--- config.mk ---
export PLATFORM = sky130hd
export DESIGN_NAME = iq_upconverter_flat
export DESIGN_NICKNAME = d
export VERILOG_FILES = /design/src/rtl/iq_upconverter_pkg.sv /design/src/rtl/iq_upconverter_if.sv /design/src/rtl/iq_upconverter_nco_sine_rom.sv /design/src/rtl/iq_upconverter.sv /design/src/flat_wrapper.sv
export SDC_FILE = /design/constraint.sdc
export NUM_CORES = 1
export LEC_CHECK = 0
export BUFFER_PORTS_ARGS = -buffer_cell sky130_fd_sc_hd__buf_2
export CELL_PAD_IN_SITES_DETAIL_PLACEMENT = 0
export CELL_PAD_IN_SITES_GLOBAL_PLACEMENT = 1
export CORE_MARGIN = 5
export CORE_UTILIZATION = 53
export DETAILED_ROUTE_END_ITERATION = 10
export GPL_TIMING_DRIVEN = 0
export HOLD_SLACK_MARGIN = 0.08
export PLACE_DENSITY = 0.95
export REMOVE_ABC_BUFFERS = 1
export SYNTH_ARGS = -nofsm -noshare
export SYNTH_HDL_FRONTEND = slang
export SYNTH_SLANG_ARGS = --single-unit
--- constraint.sdc ---
create_clock -name clk -period 7.25 [get_ports clk]
set_input_delay 0.725 -clock clk [delete_from_list [all_inputs] [get_ports clk]]
set_output_delay 0.725 -clock clk [all_outputs]
set_load 0.02 [all_outputs]
--- src/rtl/iq_upconverter_pkg.sv ---
// Shared constants and elaboration helpers for the I/Q upconverter.
//   SAMPLE_W    : I/Q sample and table entry width
//   LUT_AMPL    : peak amplitude of the sine table
//   DAC_MID     : offset-binary midscale code
//   ROUND_SHIFT : right shift that rescales the mixer product back to 8 bits
//   PIPE_LAT    : clock edges from input sampling to dac_out
package iq_upconverter_pkg;

  localparam int SAMPLE_W    = 8;
  localparam int LUT_AMPL    = 127;
  localparam logic [7:0] DAC_MID = 8'h80;
  localparam int ROUND_SHIFT = 7;
  localparam int PIPE_LAT    = 4;
  localparam int PROD_W      = 2 * SAMPLE_W;
  localparam int DIFF_W      = PROD_W + 1;

  localparam logic signed [DIFF_W-1:0] ROUND_BIAS = 17'sd64;
  localparam logic signed [DIFF_W-1:0] SAT_MAX    = 17'sd127;
  localparam logic signed [DIFF_W-1:0] SAT_MIN    = -17'sd128;

  // round(LUT_AMPL * sin(2*pi*n / 2^aw)), halves rounded away from zero
  function automatic logic signed [SAMPLE_W-1:0] sine_entry(input int n, input int aw);
    real x;
    real r;
    x = real'(LUT_AMPL) * $sin(2.0 * 3.14159265358979323846 * real'(n) / real'(1 << aw));
    if (x >= 0.0) begin
      r = $floor(x + 0.5);
    end else begin
      r = $ceil(x - 0.5);
    end
    return SAMPLE_W'($rtoi(r));
  endfunction

  // Clamp a rescaled mixer value to the signed 8-bit range
  function automatic logic signed [SAMPLE_W-1:0] saturate(input logic signed [DIFF_W-1:0] v);
    logic signed [SAMPLE_W-1:0] res;
    if (v > SAT_MAX) begin
      res = 8'sd127;
    end else if (v < SAT_MIN) begin
      res = -8'sd128;
    end else begin
      res = v[SAMPLE_W-1:0];
    end
    return res;
  endfunction

endpackage

--- src/rtl/iq_upconverter_if.sv ---
// Sample/DAC bundle of the upconverter.
//   enable, phase_inc, sample_i, sample_q : driven by the sampler side (master)
//   dac_out, dac_valid                    : driven by the upconverter (slave)
interface iq_upconverter_if
  import iq_upconverter_pkg::*;
#(
  parameter int PHASE_W = 24
);

  logic                       enable;
  logic [PHASE_W-1:0]         phase_inc;
  logic signed [SAMPLE_W-1:0] sample_i;
  logic signed [SAMPLE_W-1:0] sample_q;
  logic [SAMPLE_W-1:0]        dac_out;
  logic                       dac_valid;

  modport master (
    output enable, phase_inc, sample_i, sample_q,
    input  dac_out, dac_valid
  );

  modport slave (
    input  enable, phase_inc, sample_i, sample_q,
    output dac_out, dac_valid
  );

endinterface

--- src/rtl/iq_upconverter_nco_sine_rom.sv ---
// Dual-read sine table forming the table half of the first pipeline stage.
//   clk, rst         : clock, synchronous active-high reset (outputs clear to 0)
//   sin_idx, cos_idx : table addresses
//   sin_val, cos_val : registered signed table entries
module nco_sine_rom
  import iq_upconverter_pkg::*;
#(
  parameter int LUT_AW = 8
) (
  input  logic                       clk,
  input  logic                       rst,
  input  logic [LUT_AW-1:0]          sin_idx,
  input  logic [LUT_AW-1:0]          cos_idx,
  output logic signed [SAMPLE_W-1:0] sin_val,
  output logic signed [SAMPLE_W-1:0] cos_val
);

  localparam int DEPTH = 1 << LUT_AW;

  logic signed [SAMPLE_W-1:0] table_s [DEPTH];

  // Table contents are constant expressions of the entry index
  for (genvar n = 0; n < DEPTH; n++) begin : g_tab
    assign table_s[n] = sine_entry(n, LUT_AW);
  end

  // Registered read of both ports
  always_ff @(posedge clk) begin
    if (rst) begin
      sin_val <= '0;
      cos_val <= '0;
    end else begin
      sin_val <= table_s[sin_idx];
      cos_val <= table_s[cos_idx];
    end
  end

endmodule

--- src/rtl/iq_upconverter.sv ---
// Quadrature upconverter: out = I*cos(phase) - Q*sin(phase), NCO-driven carrier,
// four-stage pipeline, rounded and saturated, offset-binary DAC output.
//   clk, rst : clock, synchronous active-high reset
//   bus      : slave side of iq_upconverter_if (enable, phase_inc, sample_i,
//              sample_q in; dac_out, dac_valid out)
module iq_upconverter
  import iq_upconverter_pkg::*;
#(
  parameter int PHASE_W = 24,
  parameter int LUT_AW  = 8
) (
  input  logic            clk,
  input  logic            rst,
  iq_upconverter_if.slave bus
);

  localparam logic [LUT_AW-1:0] QUARTER = LUT_AW'(1 << (LUT_AW - 2));

  logic [PHASE_W-1:0]         phase_r;
  logic [LUT_AW-1:0]          sin_idx_s;
  logic [LUT_AW-1:0]          cos_idx_s;
  logic signed [SAMPLE_W-1:0] sin1_s;
  logic signed [SAMPLE_W-1:0] cos1_s;
  logic signed [SAMPLE_W-1:0] i1_r;
  logic signed [SAMPLE_W-1:0] q1_r;
  logic signed [PROD_W-1:0]   p_i2_r;
  logic signed [PROD_W-1:0]   p_q2_r;
  logic signed [DIFF_W-1:0]   d3_r;
  logic [PIPE_LAT-2:0]        valid_pipe_r;   // bit 0 = stage 1 ... top bit = stage 3
  logic signed [DIFF_W-1:0]   scaled_s;
  logic signed [SAMPLE_W-1:0] sat_s;
  logic [SAMPLE_W-1:0]        dac_next_s;
  logic [SAMPLE_W-1:0]        dac_out_r;
  logic                       dac_valid_r;

  assign sin_idx_s = phase_r[PHASE_W-1 -: LUT_AW];
  assign cos_idx_s = sin_idx_s + QUARTER;   // cos leads sin by a quarter turn, wraps mod table size

  // Phase accumulator: wraps silently, frozen while disabled
  always_ff @(posedge clk) begin
    if (rst) begin
      phase_r <= '0;
    end else if (bus.enable) begin
      phase_r <= phase_r + bus.phase_inc;
    end else begin
      phase_r <= phase_r;
    end
  end

  nco_sine_rom #(
    .LUT_AW (LUT_AW)
  ) u_rom (
    .clk     (clk),
    .rst     (rst),
    .sin_idx (sin_idx_s),
    .cos_idx (cos_idx_s),
    .sin_val (sin1_s),
    .cos_val (cos1_s)
  );

  // Stages 1-3: sample capture, products, difference, valid shift
  always_ff @(posedge clk) begin
    if (rst) begin
      i1_r         <= '0;
      q1_r         <= '0;
      p_i2_r       <= '0;
      p_q2_r       <= '0;
      d3_r         <= '0;
      valid_pipe_r <= '0;
    end else begin
      i1_r         <= bus.sample_i;
      q1_r         <= bus.sample_q;
      p_i2_r       <= PROD_W'(i1_r) * PROD_W'(cos1_s);
      p_q2_r       <= PROD_W'(q1_r) * PROD_W'(sin1_s);
      d3_r         <= DIFF_W'(p_i2_r) - DIFF_W'(p_q2_r);
      valid_pipe_r <= {valid_pipe_r[PIPE_LAT-3:0], bus.enable};
    end
  end

  // Stage 4 datapath: round to nearest, saturate, convert to offset binary
  always_comb begin
    scaled_s = (d3_r + ROUND_BIAS) >>> ROUND_SHIFT;
    sat_s    = saturate(scaled_s);
    if (valid_pipe_r[PIPE_LAT-2]) begin
      dac_next_s = sat_s ^ DAC_MID;
    end else begin
      dac_next_s = DAC_MID;
    end
  end

  // Stage 4 output register
  always_ff @(posedge clk) begin
    if (rst) begin
      dac_out_r   <= DAC_MID;
      dac_valid_r <= 1'b0;
    end else begin
      dac_out_r   <= dac_next_s;
      dac_valid_r <= valid_pipe_r[PIPE_LAT-2];
    end
  end

  assign bus.dac_out   = dac_out_r;
  assign bus.dac_valid = dac_valid_r;

endmodule

--- src/flat_wrapper.sv ---
// flat-port wrapper written by rule: the top's interface ports become plain ports
module iq_upconverter_flat import iq_upconverter_pkg::*;
#(
  parameter int PHASE_W = 24,
  parameter int LUT_AW  = 8
)
  (clk, rst, bus_enable, bus_phase_inc, bus_sample_i, bus_sample_q, bus_dac_out, bus_dac_valid);
  iq_upconverter_if #(.PHASE_W(PHASE_W)) bus_i ();
  input  logic clk;
  input  logic rst;
  input wire logic [$bits(bus_i.enable)-1:0] bus_enable;
  input wire logic [$bits(bus_i.phase_inc)-1:0] bus_phase_inc;
  input wire logic [$bits(bus_i.sample_i)-1:0] bus_sample_i;
  input wire logic [$bits(bus_i.sample_q)-1:0] bus_sample_q;
  output wire logic [$bits(bus_i.dac_out)-1:0] bus_dac_out;
  output wire logic [$bits(bus_i.dac_valid)-1:0] bus_dac_valid;
  assign bus_i.enable = bus_enable;
  assign bus_i.phase_inc = bus_phase_inc;
  assign bus_i.sample_i = bus_sample_i;
  assign bus_i.sample_q = bus_sample_q;
  assign bus_dac_out = bus_i.dac_out;
  assign bus_dac_valid = bus_i.dac_valid;
  iq_upconverter #(.PHASE_W(PHASE_W), .LUT_AW(LUT_AW)) u_core (.clk(clk), .rst(rst), .bus(bus_i));
endmodule
==> metrics.txt, run 1 <==
row count=54; cell area after layout=about 13000 sq um; drt pass-1 iters=7; P_sw=1.524 mW; vias in the first global route=between 9k and 10k; CTS H-Tree Depth=3; total gr overflow=0; pin count of the biggest net entering global routing=96; Switching Fraction=0.4335; multi-input logic area=approximately 8700 sq um; Leakage Power=approximately 6 nW; DRC Markers=0; Yosys cell types=between 60 and 70; clk slew on worst S/H paths=0.07 ns; Layout area overhead=6.893%; Comb pwr share=0.587; kind of critical path=flip-flop to flip-flop; die outline area=25600 sq um; clock sink count=approximately 110; Worst-Skew Late Latency=~0.36 ns; type of origin of the critical path=flip-flop; post-DP HPWL=~19000 um; Root Buffer=clkbuf_16; commonest cells after routing, fill and taps aside=inv_1, fa_1, ha_1, nor2_1, dfxtp_1; gpl congestion=about 0.87; first-pass GRT wire length=between 40000 and 50000 um; clock skew=0.01931 ns; Worst EP required=7.49 ns; I/O Pins=52; Starting Density=0.5431; ys async rst share=0; DR vias=~9.4k; Post-synth EDFFs=0; Critical Path End Type=flip-flop; Placement Cell Area=between 10000 and 15000 sq um; routed len/inst=roughly 14 um; Main synth FF type=dfxtp_1; Hold Path Origin=u_core.valid_pipe_r[0]; ant diodes=0; Mapped Cells=between 1k and 1.5k; Max Cap Viol=0; area of the core=around 22000 sq um; vias per cell=between 5 and 6; Critical Path Start=u_core.u_rom.sin_val[7]; Die Ht=roughly 160 um; CTS Hold Bufs=0; Netlist Area Pre-Place=between 10000 and 15000 sq um; filler instances=between 1.5k and 2k; Buffers on Ports=51; CTS tree=done; crit path time final=around 4.9 ns; Hold Slack=approximately 0.47 ns; arrival time worst endpoint=5.10 ns; post-CTS setup buffer count=0; final WL=24230 um; Routed Antenna Nets=0; Worst R2R Start=u_core.u_rom.sin_val[7]; PwrDens=275.8 nW/um^2; initial antenna violation count=0; PostCTS Resize Cnt=0; status=finished clean; share of layout cells above drive strength 1=0.07392; clock buffer depth=2; largest cells by area after synthesis=dfxtp_1, fa_1, ha_1; Num CTS Buffers=9; Slew HR=0.3848; worst hold-check path type=flip-flop to flip-flop; Pwr Total=~3.5 mW; largest area contributor in the netlist=dfxtp_1; GRT Overall Usage=0.1915; Internal=between 1.5 and 2 mW; Final nets=around 1.7k; Flop pwr share=0.257; syn_area_per_cell=around 8.4 sq um; Least-Margin Pin Slew=0.9228 ns; top-area cell type share of the netlist area=0.1863; Final Cycle Share=0.6698; RSZ-0062 raised after global routing=false; final setup fails=0; Clk pwr share=0.155; number of hold violations in the final report=0; drt first-iter violations=about 630; crit path max fanout=9; TNS Setup=0 ns; Seq/Total Area, Yosys=0.1863; VDD IR max=about 0.16 mV; FF+latch count, synth=111; register area=between 2000 and 2500 sq um; final slew viol count=0; Die W=between 150 and 200 um; Ys Warns=0; fmax=~210 MHz; commonest non-fill, non-tap cell in the layout=inv_1
## cell type report
type | count | area share
clock buffer | 10 | 0.01796
clock inverter | 6 | 0.007950
inverter | 214 | 0.06301
multi-input combinational | 1038 | 0.6812
sequential | 111 | 0.1747
tap | 280 | 0.02748
timing repair buffer | 55 | 0.02768
## path summary, 6_finish.rpt
| path | to | slack [ns] | cells after the start |
|---|---|---|---|
| max | u_core.p_q2_r[14] | 2.39 | 17 |
| min | u_core.valid_pipe_r[1] | 0.47 | 1 |
| max reg2reg | u_core.p_q2_r[14] | 2.39 | 17 |
| min reg2reg | u_core.valid_pipe_r[1] | 0.47 | 1 |
## registers in the layout, summed over array words and instances (netlist names)
register and flops:
u_core.phase_r 24, u_core.p_i2_r 16, u_core.p_q2_r 16, u_core.d3_r 11
u_core.bus.dac_out 8, u_core.i1_r 8, u_core.q1_r 8, u_core.u_rom.cos_val 8
u_core.u_rom.sin_val 8, u_core.valid_pipe_r 3, u_core.bus.dac_valid 1
## critical path, cell delays in order, from the launching register on
cell	delay, ns
dfxtp_1	0.53
nand2b_1	0.13
fa_1	0.52
fa_1	0.56
inv_1	0.06
fa_1	0.52
inv_1	0.05
fa_1	0.52
inv_1	0.04
ha_1	0.33
o21ai_0	0.11
a21oi_1	0.11
o21ai_0	0.18
nand2b_1	0.11
a21o_1	0.19
a21o_1	0.19
a31oi_1	0.21
mux2_2	0.36
## kinds of logic (layout without fill, tap and decap cells)
| family | Yosys count | count (layout) | share of synthesized area |
|---|---|---|---|
| AOI/OAI and AO/OA | 284 | 284 | 0.1519 |
| xor gates and xnor gates | 58 | 58 | 0.04259 |
| adders and majority gates | 222 | 222 | 0.3028 |
| buffers and inverters | 270 | 285 | 0.08550 |
| DFF | 111 | 111 | 0.1863 |
| muxes | 40 | 40 | 0.04700 |
| and+or+nand+nor | 434 | 434 | 0.1839 |
## layer usage
metal	vias to the layer above	routed length, um	GRT usage
met3	36	876	0.02294
met5	-	0	0
met2	198	12080	0.3397
li1	4692	-	-
met1	4490	10760	0.2470
met4	0	521	0.05358
## power by group through the flow
stage	sequential (mW)	clock, mW	combinational, mW
final	0.905	0.546	2.07
after global routing	0.927	0.583	2.38
after CTS	0.904	0.560	2.08
after global placement	0.946	0	1.96
after floorplan	0.884	0	1.65
after detailed placement	0.918	0	2.07
## cell usage after synthesis, drive strengths merged (5+ instances only)
cell type,instances
o21ai,80
dfxtp,111
a211oi,14
a21o,19
nand2,84
o21bai,5
a21oi,81
nand3,16
and2,94
or3,7
mux4,12
clkbuf,42
inv,212
xnor2,43
ha,111
and3,17
mux2i,20
o22ai,7
a31oi,15
nand2b,16
fa,111
nor2b,53
mux2,8
o211ai,11
xor2,15
nor3,24
nor2,110
buf,14
a311oi,6
## through the flow
step | cells | setup WS [ns] | utilization
final | 1714 | 2.394 | 0.5806
after global routing | 1714 | 2.123 | 0.5806
after CTS | 1714 | 2.378 | 0.5806
after detailed placement | 1698 | 2.404 | 0.5655
after global placement | 1694 | 1.847 | 0.5609
after floorplan | 1363 | 2.798 | -
Note: power is estimated with default switching activity, not from simulation.
==> run 2: changes to the inputs <==
- ABC_AREA: not set -> 1
- CORE_UTILIZATION: 53 -> 46
- PLACE_DENSITY: 0.95 -> 0.89
- clock period: 7.25 -> 5 ns (I/O delays scaled with it)
==> metrics.txt, run 2 <==
drt first-iter violations=about 800; final slew viol count=0; I/O Pins=52; Post-Layout Cell Count=~2.3k; total gr overflow=0; Die W=176.9 um; largest registers=u_core.phase_r: 24 flops, u_core.p_i2_r: 16 flops, u_core.p_q2_r: 16 flops; largest cells by area after synthesis=dfxtp_1, fa_1, nand2_1; PostCTS Resize Cnt=0; Netlist Area Pre-Place=approximately 13000 sq um; area of the core=roughly 28000 sq um; post-CTS setup buffer count=0; ys async rst share=0; TNS Setup=0 ns; DRC Markers=0; first-pass GRT wire length=~54000 um; post-DP HPWL=25460 um; fmax=224.7 MHz; ant diodes=0; DP Cell Count=approximately 2.3k; commonest non-fill, non-tap cell in the layout=nand2_1; drt pass-1 iters=6; Hold Slack=approximately 0.34 ns; RSZ-0062 raised after global routing=false; Worst EP required=~5.3 ns; largest area contributor in the netlist=dfxtp_1; Least-Margin Pin Slew=between 1 and 1.5 ns; GRT Overall Usage=0.2063; worst setup margin=approximately 0.55 ns; DR vias=11.73k; clock buffer depth=2; VDD IR max=approximately 0.23 mV; Root Buffer=clkbuf_16; row count=61; kind of critical path=flip-flop to flip-flop; Starting Density=0.4638; Yosys cell types=41; Worst-Skew Late Latency=around 0.36 ns; Num CTS Buffers=9; clk slew on worst S/H paths=roughly 0.08 ns; top-area cell type share of the netlist area=0.1734; Pwr Total=4.523 mW; clock skew=0.01900 ns; crit path max fanout=8; R2R depth=16; status=finished clean; depth of the worst hold-timing path=3; number of hold violations in the final report=0; vias per cell=around 5; most flop-heavy register=u_core.phase_r; syn_area_per_cell=6.535 sq um; Final Cycle Share=0.8901; share of layout cells above drive strength 1=0.04027; Routed Antenna Nets=0; Final nets=approximately 2.2k; FF+latch count, synth=roughly 110; routed len/inst=13.52 um; Leakage Power=7.783 nW; CTS tree=done; PwrDens=332.8 nW/um^2; CTS H-Tree Depth=3; type of origin of the critical path=flip-flop; CTS Hold Bufs=0; clock sink count=111; Max Cap Viol=0; Buffers on Ports=51; Layout area overhead=6.044%; Post-synth EDFFs=0; crit path time final=4.451 ns; max FFs per register=24; filler instances=roughly 2.9k; Mapped Cells=roughly 2.0k; Main synth FF type=dfxtp_1; vias in the first global route=around 11k; arrival time worst endpoint=~4.7 ns; gpl congestion=0.9300; cell area after layout=approximately 14000 sq um; Util after Layout=0.4918; most frequent cell after synthesis=nand2_1; worst hold-check path type=primary input to flip-flop; top cells by count, synth=nand2_1, inv_1, nor2_1; final setup fails=0; pin count of the biggest net entering global routing=66; commonest cells after routing, fill and taps aside=nand2_1, inv_1, nor2_1; Seq/Total Area, Yosys=0.1734; Placement Cell Area=13270 sq um; Critical Path End Type=flip-flop; Die Ht=around 180 um; Slew HR=0.2133; final WL=roughly 32000 um; Ys Warns=0; initial antenna violation count=0; die outline area=~31000 sq um; Worst Setup Slack post-DPL=0.5479 ns
[run 2: changes by cell type after synthesis, moves of 19 or more]
cell     change
nand2_1    +395
nor2b_1     -53
nand4_1     +19
and2_1      -93
a21oi_1     +30
nor2_1      +69
mux2i_1     -20
inv_1      +233
xnor2_1     -29
nand3_1     +94
[run 2: logic make-up after synthesis]
kind of cell | count (synthesis) | synth area share
flops | 111 | 0.1734
compound gates | 268 | 0.1143
xor+xnor | 28 | 0.01914
simple gates | 814 | 0.2577
fa+ha+maj | 222 | 0.2818
buf+inv | 518 | 0.1537
[run 2: worst paths after layout]
check | start | to | slack [ns]
min reg2reg | u_core.valid_pipe_r[1] | u_core.valid_pipe_r[2] | 0.41
max | u_core.u_rom.sin_val[7] | u_core.p_q2_r[12] | 0.55
max reg2reg | u_core.u_rom.sin_val[7] | u_core.p_q2_r[12] | 0.55
min | bus_sample_i[3] | u_core.i1_r[3] | 0.34
[run 2: layout make-up]
| class | count | area, sq um | share of cell area |
|---|---|---|---|
| Clock buffer | 9 | 225.2 | 0.01657 |
| Inverter | 451 | 1693 | 0.1246 |
| Multi-Input combinational cell | 1332 | 8623 | 0.6346 |
| Timing Repair Buffer | 52 | 285.3 | 0.02099 |
| Sequential cell | 111 | 2222 | 0.1635 |
| Clock inverter | 7 | 67.56 | 0.004972 |
| Tap cell | 378 | 473.0 | 0.03480 |
[run 2: routing by layer]
metal	GRT usage	up-vias	wire, um
met2	0.3760	319	15970
li1	-	5981	-
met4	0.04836	0	467
met5	0	-	0
met3	0.02841	45	1461
met1	0.2586	5386	13730
[run 2: power by group]
group	internal [mW]	leakage, nW	switching [mW]
clock network	0.352	0.145	0.376
logic	0.918	6.72	1.62
registers	1.06	0.918	0.191
total	2.33	7.78	2.19
[run 2: critical path, stage by stage (launching register included)]
cell	delay, ns
dfxtp_1	0.38
inv_1	0.15
or2_2	0.32
fa_1	0.51
fa_1	0.54
inv_1	0.05
fa_1	0.54
inv_1	0.06
fa_1	0.52
inv_1	0.04
ha_1	0.35
a21oi_1	0.21
o21ai_0	0.14
a21oi_1	0.21
o21bai_1	0.11
o21ai_0	0.15
a21oi_1	0.05
==> run 3: changes to the inputs <==
--- a/config.mk
+++ b/config.mk
@@ -7,3 +7,2 @@
 export LEC_CHECK = 0
-export ABC_AREA = 1
 export BUFFER_PORTS_ARGS = -buffer_cell sky130_fd_sc_hd__buf_2
@@ -11,4 +10,5 @@
 export CELL_PAD_IN_SITES_GLOBAL_PLACEMENT = 1
+export CORE_ASPECT_RATIO = 0.75
 export CORE_MARGIN = 5
-export CORE_UTILIZATION = 46
+export CORE_UTILIZATION = 49
 export DETAILED_ROUTE_END_ITERATION = 10
==> constraint.sdc (replaced) <==
create_clock -name clk -period 5 [get_ports clk]
set_input_delay 0.25 -clock clk [delete_from_list [all_inputs] [get_ports clk]]
set_output_delay 0.25 -clock clk [all_outputs]
set_load 0.02 [all_outputs]
==> metrics.txt, run 3 (synthesized netlist as in run 1, its figures left out) <==
most flop-heavy register=u_core.phase_r; GRT Overall Usage=0.1938; CTS tree=done; Pwr Total=~5.1 mW; Reg-to-Reg End=u_core.p_q2_r[14]; routed len/inst=14.68 um; CP Cell Sequence=nand2b_1, fa_1, fa_1, inv_1, fa_1, inv_1, fa_1, inv_1, ha_1, o21ai_0, a21oi_1, o21ai_0, nand2b_1, a21o_1, a21o_1, a31oi_1, mux2_2; Worst EP required=5.25 ns; final setup fails=0; Final Cycle Share=0.9476; Util after Layout=0.5339; Layout area overhead=7.312%; VDD IR max=0.2001 mV; clk slew on worst S/H paths=around 0.08 ns; pin count of the biggest net entering global routing=75; cell area after layout=between 10000 and 15000 sq um; I/O Pins=52; Num CTS Buffers=9; gpl congestion=between 0.8 and 0.9; register area=about 2200 sq um; total gr overflow=0; RSZ-0062 raised after global routing=false; final slew viol count=0; arrival time worst endpoint=between 4 and 5 ns; clock skew=about 0.013 ns; vias in the first global route=9273; initial antenna violation count=0; Setup crit end=u_core.p_q2_r[14]; first-pass GRT wire length=45530 um; met2 Track Usage GR=0.2962; row count=49; ant diodes=0; number of hold violations in the final report=0; Post-Layout Cell Count=1768; Die Ht=approximately 150 um; Critical Path Start=u_core.u_rom.sin_val[7]; share of layout cells above drive strength 1=0.07864; vias per cell=5.355; largest registers=u_core.phase_r: 24 flops, u_core.p_i2_r: 16 flops, u_core.p_q2_r: 16 flops; type of origin of the critical path=flip-flop; worst hold-check path type=primary input to flip-flop; Die W=190.1 um; DR vias=roughly 9.5k; Final nets=1697; Top cell by count, worst path=fa_1; clock sink count=~110; Worst R2R Start=u_core.u_rom.sin_val[7]; Leakage Power=approximately 6 nW; met3 Use GR=0.02498; Root Buffer=clkbuf_16; commonest non-fill, non-tap cell in the layout=inv_1; final WL=25960 um; area of the core=roughly 24000 sq um; Placement Cell Area=roughly 12000 sq um; post-DP HPWL=a little over 20000 um; fmax=around 210 MHz; Least-Margin Pin Slew=~0.93 ns; Routed Antenna Nets=0; clock buffer depth=2; status=finished clean; DP Cell Count=roughly 1.7k; commonest cells after routing, fill and taps aside=inv_1, fa_1, ha_1, nor2_1, dfxtp_1; Critical Path End Type=flip-flop; Starting Density=0.4975; drt pass-1 iters=5; Slowest cell on crit path=fa_1; filler instances=around 2.3k; met1 Track Usage GR=0.2970; multi-input logic area=roughly 8700 sq um; FF-to-FF setup slack=approximately 0.26 ns; drt first-iter violations=around 660; die outline area=roughly 28000 sq um; Buffers on Ports=51; GRT busiest layer=met1; kind of critical path=flip-flop to flip-flop; Crit path largest cell delay=between 0.5 and 0.6 ns; crit path max fanout=9; PwrDens=395.8 nW/um^2; R2R depth=17; max FFs per register=24; Worst-Skew Late Latency=0.36 ns; CTS H-Tree Depth=3; Hold Slack=0.1031 ns; DRC Markers=0; crit path time final=4.738 ns; post-CTS setup buffer count=0; Max Cap Viol=0; Slew HR=0.3795
run 3: cell count changes in the layout (fill, tap and decap cells not counted), moves of 16 or more:
cell      delta
nand2_1    -395
inv_1      -232
nor2_1      -69
o21ai_0     -16
and2_1      +93
mux2i_1     +20
nand3_1     -94
nand4_1     -19
and3_1      +16
nand2b_1    +16
xnor2_1     +29
nor2b_1     +53
a21oi_1     -30
run 3: worst max-delay path: cells and delay by family, from the launching register on:
kind,cells,cell delay (ns)
AOI/OAI and AO/OA,6,0.97
and+or+nand+nor,2,0.23
buffers and inverters,3,0.16
muxes,1,0.35
adders and majority gates,5,2.47
DFF,1,0.46
run 3: cell type report:
class                      count  area share
sequential                   111      0.1746
clock buffer                   9     0.01760
inverter                     214     0.06276
clock inverter                 7    0.004790
multi-input combinational   1038      0.6786
tap                          331     0.03236
timing repair buffer          58     0.02933
run 3: worst min path at each step:
stage	from	end	slack, ns	depth (start not counted)
after floorplan	rst	u_core.p_i2_r[5]	0.32	1
after global placement	bus_sample_i[2]	u_core.i1_r[2]	0.46	2
after detailed placement	bus_sample_i[2]	u_core.i1_r[2]	0.46	2
after CTS	bus_sample_q[6]	u_core.q1_r[6]	0.09	2
after global routing	bus_sample_q[6]	u_core.q1_r[6]	0.09	2
final	bus_sample_q[6]	u_core.q1_r[6]	0.10	2
run 3: through the flow:
| stage | TNS (ns) | setup WS [ns] |
|---|---|---|
| after CTS | 0 | 0.1217 |
| after detailed placement | 0 | 0.1535 |
| after floorplan | 0 | 0.5480 |
| after global routing | 0 | 0.01751 |
| final | 0 | 0.2619 |
| after global placement | -1.350 | -0.4658 |
run 3: routing by layer:
metal  vias to the layer above  wire length, um
met1                      4531            13240
met4                         0              228
met5                         -                0
li1                       4713                -
met3                        18             1177
met2                       206            11310
run 3: repair_timing:
action,CTS,global route
endpoints found under the setup margin,0,2
hold endpoints to repair,3,0
hold buffers,3,0
gates resized for setup,0,6
run 3: report_power, final:
| part | leakage [nW] | switching (mW) | internal [mW] | total (mW) |
|---|---|---|---|---|
| Clock | 0.135 | 0.355 | 0.348 | 0.703 |
| Sequential | 0.921 | 0.249 | 1.09 | 1.34 |
| Combinational | 4.85 | 1.66 | 1.36 | 3.03 |
